## src/rtl/priority_encoder_4x2_if.sv

```systemverilog
// priority_encoder_4x2_if: request capture inputs and valid/ready index channel with ack strobe
interface priority_encoder_4x2_if;
  logic       en_n;
  logic [3:0] req_n;
  logic       ready;
  logic       valid;
  logic [1:0] code;
  logic [3:0] ack_n;
  logic       any;
  modport master (output en_n, req_n, ready, input valid, code, ack_n, any);
  modport slave (input en_n, req_n, ready, output valid, code, ack_n, any);
endinterface

```

## src/rtl/priority_encoder_4x2.sv

```systemverilog
// priority_encoder_4x2: sticky active-low request capture, one 2-bit index per valid/ready handshake
module priority_encoder_4x2 #(
  parameter bit RR_EN = 1'b1
) (
  input logic                   clk,
  input logic                   rst,
  priority_encoder_4x2_if.slave bus
);
  localparam logic [0:0] IDLE = 1'b0;
  localparam logic [0:0] HOLD = 1'b1;
  logic [0:0] state_q, state_d;
  logic [3:0] pend_q, pend_d, ack_q, ack_d, clr, cand;
  logic [1:0] code_q, code_d, ptr_q, ptr_d, idx, sel;
  logic       hs, load;
  // selection looks only at what survives this cycle's clear; new requests wait one edge in pend
  always_comb begin
    hs = state_q == HOLD && bus.ready;
    clr = hs ? 4'b0001 << code_q : 4'b0000;
    cand = pend_q & ~clr;
    pend_d = cand | (bus.en_n ? 4'b0000 : ~bus.req_n);
    ptr_d = hs ? code_q + 2'd1 : ptr_q;
    idx = 2'd0;
    sel = 2'd0;
    for (int i = 3; i >= 0; i--) begin
      idx = RR_EN ? ptr_d + 2'(i) : 2'(3 - i);
      sel = cand[idx] ? idx : sel;
    end
    load = (state_q == IDLE || bus.ready) && |cand;
    code_d = load ? sel : code_q;
    state_d = (state_q == HOLD && !bus.ready) || load ? HOLD : IDLE;
    ack_d = hs ? ~clr : 4'hf;
  end
  always_ff @(posedge clk or posedge rst) begin
    if (rst) begin
      state_q <= IDLE;
      pend_q <= 4'h0;
      ack_q <= 4'hf;
      code_q <= 2'd0;
      ptr_q <= 2'd0;
    end else begin
      state_q <= state_d;
      pend_q <= pend_d;
      ack_q <= ack_d;
      code_q <= code_d;
      ptr_q <= ptr_d;
    end
  end
  assign bus.valid = state_q == HOLD;
  assign bus.code = code_q;
  assign bus.ack_n = ack_q;
  assign bus.any = |pend_q;
endmodule
```

## src/flat_wrapper.sv

```systemverilog
// flat-port wrapper written by rule: the top's interface ports become plain ports
module priority_encoder_4x2_flat 
#(
  parameter bit RR_EN = 1'b1
)
  (clk, rst, bus_en_n, bus_req_n, bus_ready, bus_valid, bus_code, bus_ack_n, bus_any);
  priority_encoder_4x2_if bus_i ();
  input logic clk;
  input logic rst;
  input wire logic [$bits(bus_i.en_n)-1:0] bus_en_n;
  input wire logic [$bits(bus_i.req_n)-1:0] bus_req_n;
  input wire logic [$bits(bus_i.ready)-1:0] bus_ready;
  output wire logic [$bits(bus_i.valid)-1:0] bus_valid;
  output wire logic [$bits(bus_i.code)-1:0] bus_code;
  output wire logic [$bits(bus_i.ack_n)-1:0] bus_ack_n;
  output wire logic [$bits(bus_i.any)-1:0] bus_any;
  assign bus_i.en_n = bus_en_n;
  assign bus_i.req_n = bus_req_n;
  assign bus_i.ready = bus_ready;
  assign bus_valid = bus_i.valid;
  assign bus_code = bus_i.code;
  assign bus_ack_n = bus_i.ack_n;
  assign bus_any = bus_i.any;
  priority_encoder_4x2 #(.RR_EN(RR_EN)) u_core (.clk(clk), .rst(rst), .bus(bus_i));
endmodule
```

## config.mk

```make
export PLATFORM = sky130hd
export DESIGN_NAME = priority_encoder_4x2_flat
export DESIGN_NICKNAME = d
export VERILOG_FILES = /design/src/rtl/priority_encoder_4x2_if.sv /design/src/rtl/priority_encoder_4x2.sv /design/src/flat_wrapper.sv
export SDC_FILE = /design/constraint.sdc
export NUM_CORES = 1
export LEC_CHECK = 0
export BUFFER_PORTS_ARGS = -buffer_cell sky130_fd_sc_hd__buf_2
export CORE_MARGIN = 5
export CORE_UTILIZATION = 47
export CTS_CLUSTER_DIAMETER = 200
export DETAILED_ROUTE_END_ITERATION = 10
export GPL_TIMING_DRIVEN = 1
export PLACE_DENSITY = 0.71
export SLEW_MARGIN = 30
export SYNTH_ARGS = -nofsm -noshare
export SYNTH_HDL_FRONTEND = slang
export SYNTH_SLANG_ARGS = --single-unit
```

## constraint.sdc

```tcl
create_clock -name clk -period 2.8 [get_ports clk]
set_input_delay 0.28 -clock clk [delete_from_list [all_inputs] [get_ports clk]]
set_output_delay 0.28 -clock clk [all_outputs]
set_load 0.1 [all_outputs]
```

==> impl_metrics.ini <==
[routing]
drc = 0
wl_per_cell_um = 14.3
drtAntennaViolNets = 0
dr.pass1.iters = 4
vias = 560
drt_iter0_drc = 17
drt-total-wl_mm = 1.42
vias_per_cell = 5.66

[synthesis]
yosys.area.top_type = dfrtp_1
yosys_warnings = 0
syn_area_sq_um = 677
ys_seq_area_frac = 0.488
yosysUniqueCellTypes = 27
post_synth_main_area_contributors = dfrtp_1 (33%), dfstp_2 (16%), ha_1 (7.4%)
yosysTopAreaCellShare = 0.333
ys.flop_type = dfrtp_1
synthArstFlopShare = 1.00
avgSynthCellArea_sq_um = 10.3
synth_edf_count = 0
postSynthCellCount = 66
synth_fp_nets = 78
ys_ff_latch = 13

[final_layout]
drive_gt1_frac = 0.298
area_growth_pct = 16.3
fin_util = 0.590
final_common_cell = buf_2
final_net_count = 97
antenna_cells = 0
design_area_sq_um = 787
layout_common_cells = buf_2 (15), dfrtp_1 (9), nand2_1 (7), o21ai_0 (6)

[worst_setup_path]
critPathMaxStageDelay_ns = 0.51
crit_path_start_kind = flip-flop
crit_chain = or4_1 > buf_2
critPathKind = flip-flop to output port
cp.required_ns = 2.52
critPathCaptureType = output port
reg2reg_slack_ns = 0.98
slowest_stage = or4_1
critPathMaxFanout = 7
crit_arrival_ns = 1.55

[floorplanning]
boundaryPins = 16
die_h_um = 48.0
die_area_sq_um = 2300
core_sq_um = 1330
initial_core_util = 0.508
row_count = 13
die_w_um = 48.0

[grt]
grt_pass1_wl_mm = 2.39
grt_pass1_vias = 544
grt_start_max_net_pins = 14
antenna_found_initial = 0
grt_use_total = 0.156
grt_remaining_overflow = 0

[timing]
fin_crit_sh = 0.655
drv_slew = 0
hold_viol = 6
fmax_ghz = 0.546
fin_setup_tns_ns = 0
setup_viol = 0
grt_setup_unrepaired = false
skew_ns = 0.00610
relSlewSlack = 0.677
worst_pin_slew_ns = 0.485
holdWs_ns = -0.00101
post-route-min-period_ns = 1.83

[clock_tree]
cts_root_buffer = clkbuf_4
cts_sinks = 13
cts_setup_buffers = 0
holdBufCountCts = 0
ctsResizeCount = 0
cts_max_level = 1
cts_tree = done
cts_inserted_buffers = 3
clk_pin_slew_ns = 0.08
clk_latency_ns = 0.28
cts.path.max_buffers = 2

[outcome]
violations = negative hold slack
outcome = finished, violations left

[placed_design]
hpwl_mm = 1.12
gp_congestion = 0.900
portBuffers = 15
place_area_sq_um = 759

[run]
maxCapViolations = 0

[worst_hold_path]
hold_class = input pin to async pin
cells in the mapped netlist, drive strengths merged, types with 2 or more instances:
cell and n:
a31oi 2, o21ai 6, a21o 2, dfstp 4
dfrtp 9, a21oi 4, ha 4, nand2 7
inv 5, nand3 5, and2 2, nor2 2
layer usage:
metal  track usage  part of all wire  up-vias
met1         0.190              0.43      262
met3        0.0226             0.064        5
met4        0.0968             0.030        0
met5             0                 0        -
met2         0.256              0.48       20
li1              -                 -      273
kinds of logic after synthesis:
kind of cell,share of synthesized area
compound gates,0.177
mux,0.0333
buf+inv,0.0444
simple gates,0.183
fa+ha+maj,0.0739
flops,0.488
final timing paths:
kind                               startpoint             endpoint  cells after the start
setup reg to reg           u_core.bus.code[0]   u_core.bus.code[0]                      6
hold / removal                            rst     u_core.bus.valid                      2
min in group clk                 bus_req_n[2]     u_core.pend_q[2]                      2
hold reg to reg              u_core.pend_q[2]     u_core.pend_q[2]                      2
setup / recovery             u_core.pend_q[0]              bus_any                      2
max in group asynchronous                 rst  u_core.bus.ack_n[1]                      2
critical path, delay by kind of cell, from the launching register on:
family	cells	cell delay [ns]
AND/OR/NAND/NOR	1	0.51
flip-flops	1	0.46
buffers and inverters	1	0.30
per-stage QoR:
step / hold slack [ns] / setup WS (ns) / cells
finish: -0.00101 / 0.967 / 99
global route: 0.0405 / 0.868 / 99
CTS: 0.0202 / 0.967 / 99
detailed placement: 0.327 / 0.980 / 95
global placement: 0.323 / 1.03 / 95
floorplan: 0.154 / 0.394 / 66
sequential cells by signal, summed over array words and instances (netlist names):
name / flops
u_core.bus.code: 2
u_core.ptr_q: 2
u_core.pend_q: 4
u_core.bus.ack_n: 4
u_core.bus.valid: 1
cell type report:
| class | instances | area [sq um] |
|---|---|---|
| well taps | 15 | 18.8 |
| multi-input cells | 47 | 317 |
| flip-flops and latches | 13 | 330 |
| inverters | 5 | 18.8 |
| fillers | 128 | 547 |
| clock buffers | 3 | 22.5 |
| clock inverters | 1 | 5.00 |
| repair buffers | 15 | 75.1 |
Power is not shown: default switching activity piles up to over one toggle a cycle in this logic, so the estimate is an artifact.
